===== src/rtl/apb_req_arbiter.sv =====
// Round-robin APB master: shares one APB slave port among NUM_REQ local requesters,
// sequences IDLE/SETUP/ACCESS, honours pready wait states and aborts hung transfers.
module apb_req_arbiter #(
  parameter int NUM_REQ    = 2,
  parameter int APB_ADDR_W = 32,
  parameter int APB_BUS_W  = 32,
  parameter int TIMEOUT    = 16
) (
  input  logic                          clk,
  input  logic                          reset,
  input  logic [NUM_REQ-1:0]            req_valid,
  input  logic [NUM_REQ-1:0]            req_write,
  input  logic [NUM_REQ*APB_ADDR_W-1:0] req_addr,
  input  logic [NUM_REQ*APB_BUS_W-1:0]  req_wdata,
  output logic [NUM_REQ-1:0]            req_ready,
  output logic [NUM_REQ-1:0]            rsp_valid,
  output logic [APB_BUS_W-1:0]          rsp_rdata,
  output logic                          rsp_err,
  output logic [APB_ADDR_W-1:0]         paddr,
  output logic [APB_BUS_W-1:0]          pwdata,
  output logic                          pwrite,
  output logic                          psel,
  output logic                          penable,
  input  logic [APB_BUS_W-1:0]          prdata,
  input  logic                          pready,
  output logic [1:0]                    dbg_state
);

  // Handshakes: a request i is taken in the cycle req_valid[i] & req_ready[i]; the requester
  // holds valid (and its data) until then. rsp_valid is a one-cycle pulse with no backpressure.

  localparam int PTR_W = (NUM_REQ > 1) ? $clog2(NUM_REQ) : 1;
  localparam int CNT_W = (TIMEOUT > 0) ? $clog2(TIMEOUT + 1) : 1;
  localparam logic [PTR_W:0]   NUM_REQ_X = (PTR_W+1)'(NUM_REQ);
  localparam logic [PTR_W-1:0] PTR_RST   = PTR_W'(NUM_REQ - 1);
  localparam logic [CNT_W-1:0] CNT_LAST  = CNT_W'((TIMEOUT > 0) ? TIMEOUT - 1 : 0);

  typedef enum logic [1:0] {
    ST_IDLE   = 2'd0,
    ST_SETUP  = 2'd1,
    ST_ACCESS = 2'd2
  } state_t;

  state_t                 state_q, state_d;
  logic [PTR_W-1:0]       ptr_q, ptr_d;
  logic [APB_ADDR_W-1:0]  paddr_q, paddr_d;
  logic [APB_BUS_W-1:0]   pwdata_q, pwdata_d;
  logic                   pwrite_q, pwrite_d;
  logic [CNT_W-1:0]       wait_cnt_q, wait_cnt_d;
  logic [NUM_REQ-1:0]     rsp_valid_q, rsp_valid_d;
  logic                   rsp_err_q, rsp_err_d;
  logic [APB_BUS_W-1:0]   rsp_rdata_q, rsp_rdata_d;

  logic                   grant_found;
  logic [PTR_W-1:0]       grant_idx;
  logic [PTR_W:0]         cand;
  logic                   timeout_hit;

  // Search upward from pointer+1 with wrap-around; the pointer itself is checked last.
  always_comb begin
    grant_found = 1'b0;
    grant_idx   = ptr_q;
    cand        = '0;
    for (int k = 1; k <= NUM_REQ; k++) begin
      cand = {1'b0, ptr_q} + (PTR_W+1)'(k);
      if (cand >= NUM_REQ_X) cand = cand - NUM_REQ_X;
      if (!grant_found && req_valid[cand[PTR_W-1:0]]) begin
        grant_found = 1'b1;
        grant_idx   = cand[PTR_W-1:0];
      end
    end
  end

  assign timeout_hit = (TIMEOUT > 0) && (wait_cnt_q == CNT_LAST);

  always_comb begin
    state_d     = state_q;
    ptr_d       = ptr_q;
    paddr_d     = paddr_q;
    pwdata_d    = pwdata_q;
    pwrite_d    = pwrite_q;
    wait_cnt_d  = wait_cnt_q;
    rsp_valid_d = '0;
    rsp_err_d   = 1'b0;
    rsp_rdata_d = rsp_rdata_q;
    req_ready   = '0;
    case (state_q)
      ST_IDLE: begin
        if (grant_found && !reset) begin
          req_ready[grant_idx] = 1'b1;
          ptr_d    = grant_idx;
          paddr_d  = req_addr[int'(grant_idx) * APB_ADDR_W +: APB_ADDR_W];
          pwdata_d = req_wdata[int'(grant_idx) * APB_BUS_W +: APB_BUS_W];
          pwrite_d = req_write[grant_idx];
          state_d  = ST_SETUP;
        end
      end
      ST_SETUP: begin
        wait_cnt_d = '0;
        state_d    = ST_ACCESS;
      end
      ST_ACCESS: begin
        // ptr_q still names the owner here; it only moves on the next grant.
        if (pready) begin
          rsp_valid_d[ptr_q] = 1'b1;
          rsp_rdata_d        = pwrite_q ? '0 : prdata;
          state_d            = ST_IDLE;
        end else if (timeout_hit) begin
          rsp_valid_d[ptr_q] = 1'b1;
          rsp_err_d          = 1'b1;
          rsp_rdata_d        = '0;
          state_d            = ST_IDLE;
        end else begin
          wait_cnt_d = wait_cnt_q + CNT_W'(1);
        end
      end
      default: state_d = ST_IDLE;
    endcase
  end

  always_ff @(posedge clk) begin
    if (reset) begin
      state_q     <= ST_IDLE;
      ptr_q       <= PTR_RST;
      paddr_q     <= '0;
      pwdata_q    <= '0;
      pwrite_q    <= 1'b0;
      wait_cnt_q  <= '0;
      rsp_valid_q <= '0;
      rsp_err_q   <= 1'b0;
      rsp_rdata_q <= '0;
    end else begin
      state_q     <= state_d;
      ptr_q       <= ptr_d;
      paddr_q     <= paddr_d;
      pwdata_q    <= pwdata_d;
      pwrite_q    <= pwrite_d;
      wait_cnt_q  <= wait_cnt_d;
      rsp_valid_q <= rsp_valid_d;
      rsp_err_q   <= rsp_err_d;
      rsp_rdata_q <= rsp_rdata_d;
    end
  end

  assign psel      = (state_q != ST_IDLE);
  assign penable   = (state_q == ST_ACCESS);
  assign paddr     = paddr_q;
  assign pwdata    = pwdata_q;
  assign pwrite    = pwrite_q;
  assign rsp_valid = rsp_valid_q;
  assign rsp_err   = rsp_err_q;
  assign rsp_rdata = rsp_rdata_q;
  assign dbg_state = state_q;

endmodule

===== config.mk =====
export PLATFORM = sky130hd
export DESIGN_NAME = apb_req_arbiter
export DESIGN_NICKNAME = d
export VERILOG_FILES = /design/src/rtl/apb_req_arbiter.sv
export SDC_FILE = /design/constraint.sdc
export NUM_CORES = 1
export LEC_CHECK = 0
export CORE_ASPECT_RATIO = 2
export CORE_MARGIN = 2
export CORE_UTILIZATION = 26
export DETAILED_ROUTE_END_ITERATION = 8
export GPL_TIMING_DRIVEN = 0
export PLACE_DENSITY_LB_ADDON = 0.15
export SYNTH_ARGS = -nofsm -noshare
export SYNTH_HDL_FRONTEND = slang
export SYNTH_SLANG_ARGS = --single-unit
export TNS_END_PERCENT = 100

===== constraint.sdc =====
create_clock -name clk -period 2.55 [get_ports clk]
set_input_delay 0.51 -clock clk [delete_from_list [all_inputs] [get_ports clk]]
set_output_delay 0.51 -clock clk [all_outputs]
set_load 0.05 [all_outputs]

# Yosys cells after proc, flatten, opt, wreduce, memory -nomap -nowiden
# Cells that the tools add are included.
# Widths: inputs -> output; s select.
# totals
ff_bits	108
inputBits	167
# classes
n_addsub	5
magnitude_cmp	8
n_eq_ne	7
n_shift	2
mux	31
bitwise_logic	1
n_reduce_logical	16
# op_table
op	count
$shiftx 64x7->32	2
$mux 32	3
$mux 1	15
$mux 2	7
$mux 5	2
$pmux 5 s2	1
$lt 1x2->1 const B	4
$ne 2x2->1 const B	3
$pmux 2 s3	1
$reduce_and 2->1	3
$reduce_bool 2->1	3
$add 5x1->5 const B	1
$eq 5x4->1 const B	1
$ge 2x2->1 const B	2
$logic_and 1x1->1	4
$ne 3x1->1 const B	1
$reduce_and 3->1	1
$reduce_or 3->1	1
$add 1x1->2 const B	1
$add 1x2->2 const B	1
$demux 1 s1	2
$eq 2x1->1 const B	1
$eq 2x2->1 const B	1
$ge 1x1->1 const B	2
other kinds (5)	7

# Longest topological paths before layout
# Gate-level depths: netlist (run 1).
# depth
depth_word	15
ltp_mapped	8
depth_no_buf	6

# Least setup slack after synthesis (run 1)
# Ideal clock, no wire load.
# synth_path
kind	reg-to-output
start	register state_q[1] (netlist: dbg_state[1])
end	output port req_ready[1]
t_arrival_ns	2.475
setup_slack_ns	-0.435
path_stages_with_launch	8
path_buffers	2
path_cell_list	dfxtp_1 > inv_1 > ha_1 > nor2b_1 > buf_2 > clkbuf_1 > nand2_1 > nor3_1
# synth_between
elab_chain_len	2
# synth_lines
item	line	source
start, declared	44	state_t state_q, state_d;
start signal, assigned	133	state_q <= state_d;
$logic_not 2->1	87	case (state_q)
$mux 2	87	
end, declared	15	output logic [NUM_REQ-1:0] req_ready,
# No other way between the ends.

# Final worst setup path (run 1)
# layout_path
start	input port req_valid[1]
end	output port req_ready[1]
# layout_between
elab_chain_len	12
word_cells_on_any_way	18
# layout_lines
item	line	source
start, declared	11	input logic [NUM_REQ-1:0] req_valid,
$mux 1 (implied by the code) (2 in series)	67	if (!grant_found && req_valid[cand[PTR_W-1:0]]) begin
$mux 1	67	
$logic_not 1->1	67	
$logic_and 1x1->1	67	
$mux 1	67	
$lt 1x2->1 (implied by the code) / $ge 1x1->1 (equally long branches)	90	req_ready[grant_idx] = 1'b1;
$logic_and 1x1->1 (implied by the code)	90	
$mux 1 (implied by the code)	90	
$demux 1 s1	90	
$mux 2 *	89	if (grant_found && !reset) begin
$mux 2 *	87	
# Mark *: on every way between the ends. The rest lies on a longest branch, timed or not. The select of a mux whose other input is x is not followed.

==> impl_metrics.csv, run 1 <==
group,metric,value,unit
run_status,status,"finished clean",
pwr,leakage,2.88,nW
clock_network,cts_buffer_depth,2,
die,die-height,201,um
yosys,postSynthAreaPerCell,9.18,um^2
yosys,synth_edf_count,0,
setup_path,crit_type,"in -> out",
placed_design,dp_cells,1073,
pwr,worst_ir_drop_vdd,0.000380,V
setup_path,critPathArrivalTime,1.93,ns
timing,drv_slew,0,
placed_design,port_buffers,271,
final_layout,diodes,0,
timing,period_minus_slack,2.44,ns
setup_path,path_delay_family,"buffers and inverters",
global_routing,gr-usage-met2,38.2,%
clock_network,numCtsBuffers,9,
global_routing,antenna_found_initial,0,
global_routing,grt_start_max_net_pins,20,
die,num_rows,71,
clock_network,clock-sinks,108,
timing,finalClockSkew,0.00994,ns
final_layout,fillCellCount,1902,
pwr,total_power,5.30,mW
setup_path,reg2reg_depth,7,
yosys,yosysWarnings,0,
yosys,syn_inst,547,
clock_network,post-cts-setup-buffer-count,0,
setup_path,r2r-end,"rsp_rdata[21]",
routing,vias,5561,
setup_path,worstPathRequired,2.04,ns
timing,finalHoldViolations,0,
routing,dr.pass1.iters,4,
die,fp.coreArea,18800,um^2
flow_run,drv_cap,0,
hold_path,hp-class,"reg -> reg",
routing,drt.antenna.violating_nets,0,
die,io_pins,273,
clock_network,htreeDepth,3,
clock_network,ctsHoldBuffers,0,
setup_path,startpoint,"req_valid[1]",
setup_path,cp.depth,8,
global_routing,track_usage,19.7,%
timing,worstMarginPinSlew,0.765,ns
routing,post_drt_wl_per_cell,19.1,um
timing,rsz0062_at_grt,"false",
clock_network,root_buffer,"clkbuf_16",
die,start_util,26.7,%
final_layout,fin_nets,999,
global_routing,busiest_layer,"met2",
global_routing,use_met1,19.1,%
yosys,synthArstFlopShare,0,%
routing,drc,0,
yosys,synth_area,5020,um^2
clock_network,path_clk_slew,0.07,ns
final_layout,area_growth,67.1,%
die,die_width,102,um
timing,hold_ws,0.480,ns
routing,vias_per_cell,5.12,
yosys,synthesis.nets,719,
yosys,yosysSeqAreaShare,43.1,%
setup_path,crit_path_end,"req_ready[1]",
setup_path,path_max_fanout,10,
clock_network,clock_latency,0.36,ns
setup_path,r2r_start,"wait_cnt_q[0]",
clock_network,cts_tree,"done",
yosys,ys_ff_latch,108,
setup_path,slowest_stage,"dlygate4sd2_1",
placed_design,gp_congestion,0.772,
setup_path,crit_path_end_kind,"output pin",
final_layout,fin_cells,1087,
global_routing,grt-ovfl-total,0,
placed_design,place_hpwl,16500,um
timing,period_share,95.8,%
routing,drt-total-wl,20700,um
setup_path,slowest_delay,0.30,ns
setup_path,worstSetupStartpointType,"input port",
yosys,synth_ff_type,"dfxtp_1",
timing,max_freq,410,MHz
setup_path,crit_path_frequent_cell,"buf_6",
global_routing,grt_pass1_wl,31200,um
yosys,yosysUniqueCellTypes,44,
global_routing,use_met3,3.41,%
final_layout,drive_above_1_share,12.7,%
setup_path,path_cells,"dlygate4sd2_1 -> or2_1 -> clkbuf_4 -> buf_6 -> buf_4 -> nand2_1 -> nor3_2 -> buf_6",
setup_path,critPathBufInv,5,
timing,final-setup-viol-count,0,
die,die_area,20500,um^2
pwr,power_density,631,nW/um^2
global_routing,grt_pass1_vias,5874,
routing,drt_iter0_drc,199,
timing,max_slew_margin,49.0,%
setup_path,reg2reg_setup_slack,0.38,ns
[flip-flops by register name, summed over array words and instances (netlist names)]
signal and flops:
dbg_state 2, paddr 32, ptr_q 1, pwdata 32, pwrite 1, rsp_err 1
rsp_rdata 32, rsp_valid 2, wait_cnt_q 5
[cells in the mapped netlist (4+ instances only)]
library cell  number  area share, %
dfxtp_1          108             43
a21oi_1           72            7.2
nand3_1           67            6.7
o21ai_0           57            5.7
a311oi_2          40             12
buf_2             33            3.3
a311oi_1          25            4.4
clkbuf_1          23            1.7
nor2_1            22            1.6
a22oi_1           19            2.8
a22o_1            13            2.3
o21ai_1           12            1.2
ha_1               5            1.2
inv_1              5           0.37
nand2_1            5           0.37
buf_4              4           0.60
[metal layers]
layer,part of all wire [%],wire (um),up-vias
li1,-,-,2657
met1,35,7240,2632
met2,56,11700,231
met3,5.0,1040,41
met4,3.7,774,0
met5,0,0,-
[cells by family (layout without fill, tap and decap cells)]
| kind of cell | Yosys count | in the layout | share of synthesized area (%) |
|---|---|---|---|
| AO/OA/AOI/OAI | 246 | 246 | 36.7 |
| adder cells (fa/ha/maj) | 5 | 5 | 1.25 |
| buffers and inverters | 74 | 359 | 7.18 |
| flip-flops | 108 | 108 | 43.1 |
| AND/OR/NAND/NOR | 114 | 114 | 11.8 |
[per-stage QoR]
stage / utilization [%] / instance area (um^2) / setup slack, ns / TNS (ns)
after floorplan: - / 5030 / -0.0363 / -0.0363
final: 44.5 / 8390 / 0.108 / 0
after global placement: 42.8 / 8060 / -0.992 / -1.97
after CTS: 44.5 / 8380 / 0.0346 / 0
after global routing: 44.5 / 8390 / 0.00204 / 0
after detailed placement: 42.8 / 8060 / -1.00 / -1.98
[tightest hold or removal path: stages, from the launching register on]
cell     delay, ns
dfxtp_1       0.31
o21ai_0       0.07
a21oi_1       0.06
[cell type report]
class,instances,area (um^2),area share (%)
plain buffers,67,348,4.15
clock buffers,9,225,2.68
clock inverters,7,97.6,1.16
inverters,5,18.8,0.224
multi-input cells,365,2510,29.9
flip-flops and latches,108,2160,25.8
well taps,255,319,3.80
repair buffers,271,2710,32.3
[power by group]
group / switching, mW / leakage [nW] / internal, mW / total, mW
Clock: 0.669 / 0.152 / 0.867 / 1.54
Sequential: 0.0850 / 0.884 / 1.83 / 1.91
Combinational: 1.11 / 1.85 / 0.738 / 1.85
[how the worst min path moves through the flow]
stage                              from  cells past startpoint             to  slack, ns
final                     wait_cnt_q[4]                      2  wait_cnt_q[4]       0.48
after global routing      rsp_rdata[26]                      1  rsp_rdata[26]       0.50
after CTS                 wait_cnt_q[4]                      2  wait_cnt_q[4]       0.48
after detailed placement  rsp_rdata[27]                      1  rsp_rdata[27]       0.46
after global placement    rsp_rdata[25]                      1  rsp_rdata[25]       0.46
after floorplan           wait_cnt_q[4]                      2  wait_cnt_q[4]       0.45
[cells in the final DEF (no fill, tap or decap), drive strengths merged, types with 3 or more instances in the layout]
cell type      synthesis  layout
nand2                  5       5
a22o                  13      13
a311oi                65      65
inv                    5       7
clkbuf                26      36
clkdlybuf4s50          0     266
nand3                 67      67
dfxtp                108     108
or2                    3       3
o21ai                 69      69
a22oi                 19      19
a21oi                 72      72
ha                     5       5
nor2                  22      22
buf                   43      42
[repair_timing]
action / CTS / global route
pin swaps: 0 / 0
endpoints found under the hold margin: 0 / 0
setup endpoints to repair: 2 / 3
resized for setup: 18 / 3
Note: power is estimated with default switching activity, not from simulation.
==> run 2, diff against run 1 <==
Settings changed: MAX_ROUTING_LAYER from default to met4.
==> impl_metrics.csv, run 2 (synthesis gave the netlist of run 1 again) <==
group,metric,value,unit
timing,worst_slack,0.131,ns
pwr,p_int,3.43,mW
final_layout,final_cell_mix,"266 x clkdlybuf4s50_1, 108 x dfxtp_1, 71 x a21oi_1",
clock_network,root_buffer,"clkbuf_16",
pwr,total_power,5.30,mW
clock_network,path_clk_slew,0.07,ns
final_layout,fin_nets,999,
placed_design,place_hpwl,16500,um
clock_network,htreeDepth,3,
timing,rsz0062_at_grt,"false",
global_routing,grt-ovfl-total,0,
clock_network,numCtsBuffers,9,
timing,final-setup-viol-count,0,
global_routing,antenna_found_initial,0,
clock_network,clock-sinks,108,
routing,post_drt_wl_per_cell,19.1,um
global_routing,grt_pass1_wl,31100,um
global_routing,grt_start_max_net_pins,20,
clock_network,post-cts-setup-buffer-count,0,
placed_design,port_buffers,271,
die,die-height,201,um
routing,drt_iter0_drc,176,
routing,drc,0,
setup_path,path_cells,"dlygate4sd2_1 -> or2_1 -> clkbuf_4 -> buf_6 -> buf_4 -> nand2_1 -> nor3_2 -> buf_6",
pwr,seq_power_share,36.1,%
setup_path,crit_type,"in -> out",
timing,worstMarginPinSlew,0.773,ns
routing,dr.pass1.iters,4,
pwr,power_switching,1.87,mW
routing,vias_per_cell,5.08,
final_layout,diodes,0,
timing,finalClockSkew,0.00884,ns
pwr,swShare,35.2,%
hold_path,hp-class,"reg -> reg",
setup_path,path_max_fanout,10,
setup_path,critPathArrivalTime,1.91,ns
setup_path,crit_path_frequent_cell,"buf_6",
setup_path,slowest_stage,"dlygate4sd2_1",
timing,max_slew_margin,48.5,%
setup_path,slowest_delay,0.29,ns
timing,drv_slew,0,
run_status,status,"finished clean",
pwr,p_clk_share,29.0,%
setup_path,worstSetupStartpointType,"input port",
die,fp.coreArea,18800,um^2
global_routing,grt_pass1_vias,5878,
setup_path,worstPathRequired,2.04,ns
global_routing,track_usage,20.3,%
final_layout,fillCellCount,1902,
clock_network,cts_tree,"done",
timing,max_freq,413,MHz
clock_network,clock_latency,0.36,ns
final_layout,area_growth,67.1,%
routing,drt-total-wl,20700,um
routing,vias,5522,
timing,period_share,94.9,%
timing,period_minus_slack,2.42,ns
die,die_area,20500,um^2
flow_run,drv_cap,0,
final_layout,drive_above_1_share,12.7,%
pwr,power_frac_comb,34.9,%
routing,drt.antenna.violating_nets,0,
pwr,leakage,2.88,nW
setup_path,critPathBufInv,5,
timing,finalHoldViolations,0,
die,num_rows,71,
die,io_pins,273,
clock_network,cts_buffer_depth,2,
pwr,power_density,632,nW/um^2
placed_design,post-place-ws,-1.00,ns
placed_design,gp_congestion,0.782,
setup_path,crit_path_end_kind,"output pin",
final_layout,final_common_cell,"clkdlybuf4s50_1",
die,start_util,26.7,%
die,die_width,102,um
pwr,worst_ir_drop_vdd,0.000378,V
setup_path,path_delay_family,"buffers and inverters",
[run 2: layout make-up]
class                   count  area, um^2  area share [%]
plain buffers              67         348            4.15
clock buffers               9         225            2.68
clock inverters             7        97.6            1.16
inverters                   5        18.8           0.224
multi-input cells         365        2510            29.9
flip-flops and latches    108        2160            25.8
well taps                 255         319            3.80
repair buffers            271        2710            32.3
[run 2: repair_timing]
action,in CTS,in global routing
resized for setup,18,3
hold buffers,0,0
endpoints found under the setup margin,2,3
pin swaps,0,0
[run 2: per-stage QoR]
step | TNS [ns] | instances | util [%] | cell area [um^2] | hold slack (ns)
after floorplan | -0.0363 | 547 | - | 5030 | 0.450
after global placement | -1.97 | 1073 | 42.8 | 8060 | 0.458
after detailed placement | -1.98 | 1073 | 42.8 | 8060 | 0.459
after CTS | 0 | 1087 | 44.5 | 8380 | 0.481
after global routing | 0 | 1087 | 44.5 | 8390 | 0.499
final | 0 | 1087 | 44.5 | 8390 | 0.480
[run 2: routing by layer]
metal,global-route usage [%],routed length (um),up-vias
met5,-,0,-
li1,-,-,2661
met4,9.71,838,0
met2,38.2,11600,210
met3,2.79,952,54
met1,19.4,7300,2597
[run 2: worst paths after layout]
path / startpoint / endpoint / slack [ns] / cells past startpoint
worst max-delay path: req_valid[1] / req_ready[1] / 0.13 / 8
worst min-delay path: wait_cnt_q[4] / wait_cnt_q[4] / 0.48 / 2
worst max register to register: wait_cnt_q[0] / rsp_rdata[21] / 0.37 / 7
worst min register to register: wait_cnt_q[4] / wait_cnt_q[4] / 0.48 / 2
[run 2: power groups by stage]
stage | combinational [mW] | sequential (mW) | clock, mW
floorplan | 0.646 | 2.41 | 0
global placement | 1.84 | 1.94 | 0
detailed placement | 1.86 | 1.95 | 0
CTS | 1.86 | 1.91 | 1.59
global route | 1.96 | 1.93 | 1.64
finish | 1.85 | 1.91 | 1.54
[run 2: tightest hold or removal path, delay by kind of cell (launching register included)]
kind / cells / cell delay (ns)
flip-flops: 1 / 0.31
AO/OA/AOI/OAI: 2 / 0.13
==> run 3, diff against run 2 <==
--- a/config.mk
+++ b/config.mk
@@ -7,5 +7,4 @@
 export LEC_CHECK = 0
 export CORE_ASPECT_RATIO = 2
-export CORE_MARGIN = 2
 export CORE_UTILIZATION = 26
 export DETAILED_ROUTE_END_ITERATION = 8
==> constraint.sdc (replaced) <==
create_clock -name clk -period 2.55 [get_ports clk]
set_input_delay 0.6375 -clock clk [delete_from_list [all_inputs] [get_ports clk]]
set_output_delay 0.6375 -clock clk [all_outputs]
set_load 0.1 [all_outputs]
==> impl_metrics.csv, run 3 (synthesis gave the netlist of run 1 again) <==
group,metric,value,unit
routing,dr.pass1.iters,6,
clock_network,numCtsBuffers,9,
pwr,p_clk_share,25.7,%
pwr,leakage,3.04,nW
routing,drc,0,
pwr,power_switching,2.43,mW
timing,max_slew_margin,29.3,%
pwr,seq_power_share,32.7,%
global_routing,grt_pass1_vias,5859,
final_layout,fillCellCount,1898,
global_routing,grt_pass1_wl,30900,um
final_layout,fin_cells,1088,
timing,finalHoldViolations,0,
die,die-height,199,um
pwr,power_density,686,nW/um^2
timing,rsz0062_at_grt,"false",
die,fp.coreArea,18800,um^2
setup_path,worstPathRequired,1.91,ns
routing,drt_iter0_drc,164,
timing,period_minus_slack,2.51,ns
die,start_util,26.7,%
routing,drt.antenna.violating_nets,0,
timing,final-setup-viol-count,0,
placed_design,post-place-ws,-1.41,ns
placed_design,port_buffers,271,
pwr,power_frac_comb,41.6,%
clock_network,cts_buffer_depth,2,
timing,worst_slack,0.0363,ns
run_status,status,"finished clean",
setup_path,critPathArrivalTime,1.88,ns
placed_design,dp_cells,1073,
timing,max_freq,398,MHz
final_layout,drive_above_1_share,14.0,%
final_layout,final_cell_mix,"254 x clkdlybuf4s50_1, 105 x dfxtp_1, 71 x a21oi_1",
final_layout,fin_nets,1000,
setup_path,path_max_fanout,2,
clock_network,htreeDepth,3,
pwr,p_int,3.42,mW
timing,worstMarginPinSlew,1.06,ns
die,io_pins,273,
global_routing,track_usage,20.9,%
final_layout,diodes,0,
hold_path,hp-class,"reg -> reg",
routing,post_drt_wl_per_cell,18.9,um
setup_path,path_delay_family,"buffers and inverters",
setup_path,critPathBufInv,1,
global_routing,antenna_found_initial,0,
setup_path,slowest_delay,1.15,ns
clock_network,cts_tree,"done",
timing,hold_ws,0.482,ns
global_routing,grt_start_max_net_pins,23,
die,die_width,100,um
clock_network,clock-sinks,108,
timing,finalClockSkew,0.00784,ns
setup_path,slowest_stage,"clkdlybuf4s50_1",
routing,drt-total-wl,20500,um
flow_run,drv_cap,0,
placed_design,place_hpwl,15900,um
pwr,swShare,41.5,%
pwr,total_power,5.85,mW
setup_path,crit_type,"reg -> out",
clock_network,path_clk_slew,0.08,ns
setup_path,path_cells,"clkdlybuf4s50_1",
setup_path,worstSetupStartpointType,"register",
global_routing,grt-ovfl-total,0,
clock_network,clock_latency,0.36,ns
setup_path,crit_path_end_kind,"output pin",
routing,vias,5633,
final_layout,final_common_cell,"clkdlybuf4s50_1",
die,die_area,19900,um^2
timing,period_share,98.6,%
placed_design,gp_congestion,0.861,
timing,fin_tns_setup,0,ns
clock_network,root_buffer,"clkbuf_16",
die,num_rows,71,
pwr,worst_ir_drop_vdd,0.000407,V
timing,drv_slew,0,
final_layout,area_growth,69.8,%
routing,vias_per_cell,5.18,
setup_path,reg2reg_setup_slack,0.43,ns
run 3: final timing paths:
check | from | cells past startpoint | end
worst max-delay path | paddr[20] | 1 | paddr[20]
worst min-delay path | rsp_rdata[31] | 1 | rsp_rdata[31]
worst max register to register | wait_cnt_q[0] | 7 | rsp_rdata[30]
worst min register to register | rsp_rdata[31] | 1 | rsp_rdata[31]
run 3: through the flow:
| step | util, % | area, um^2 |
|---|---|---|
| 2_1_floorplan | - | 5090 |
| 3_3_place_gp | 43.1 | 8120 |
| 3_5_place_dp | 43.1 | 8120 |
| 4_1_cts | 45.1 | 8490 |
| 5_1_grt | 45.3 | 8530 |
| 6_report | 45.3 | 8530 |
run 3: timing repair:
action / in CTS / in global routing
setup buffers: 1 / 2
hold buffers: 0 / 0
gates resized for setup: 42 / 11
endpoints found under the setup margin: 8 / 10
pin swaps: 2 / 0
run 3: area by class of cell:
type	count	area [um^2]	share of cell area, %
clock inverters	6	68.8	0.807
well taps	255	319	3.74
plain buffers	65	387	4.53
inverters	5	18.8	0.220
flip-flops and latches	108	2170	25.5
clock buffers	10	250	2.94
multi-input cells	365	2550	29.9
repair buffers	274	2770	32.4
run 3: power groups by stage:
| stage | Combinational [mW] | Clock [mW] | Sequential [mW] |
|---|---|---|---|
| 6_report | 2.43 | 1.50 | 1.92 |
| 4_1_cts | 2.43 | 1.56 | 1.92 |
| 5_1_grt | 2.54 | 1.61 | 1.93 |
| 3_5_place_dp | 2.41 | 0 | 1.95 |
| 3_3_place_gp | 2.39 | 0 | 1.95 |
| 2_1_floorplan | 0.691 | 0 | 2.92 |
run 3: metal layers:
metal / GRT usage [%] / vias to the layer above / wire [um]
met5: - / - / 0
met2: 39.9 / 213 / 11800
met3: 2.53 / 54 / 834
met1: 20.1 / 2710 / 7140
li1: - / 2656 / -
met4: 10.8 / 0 / 760
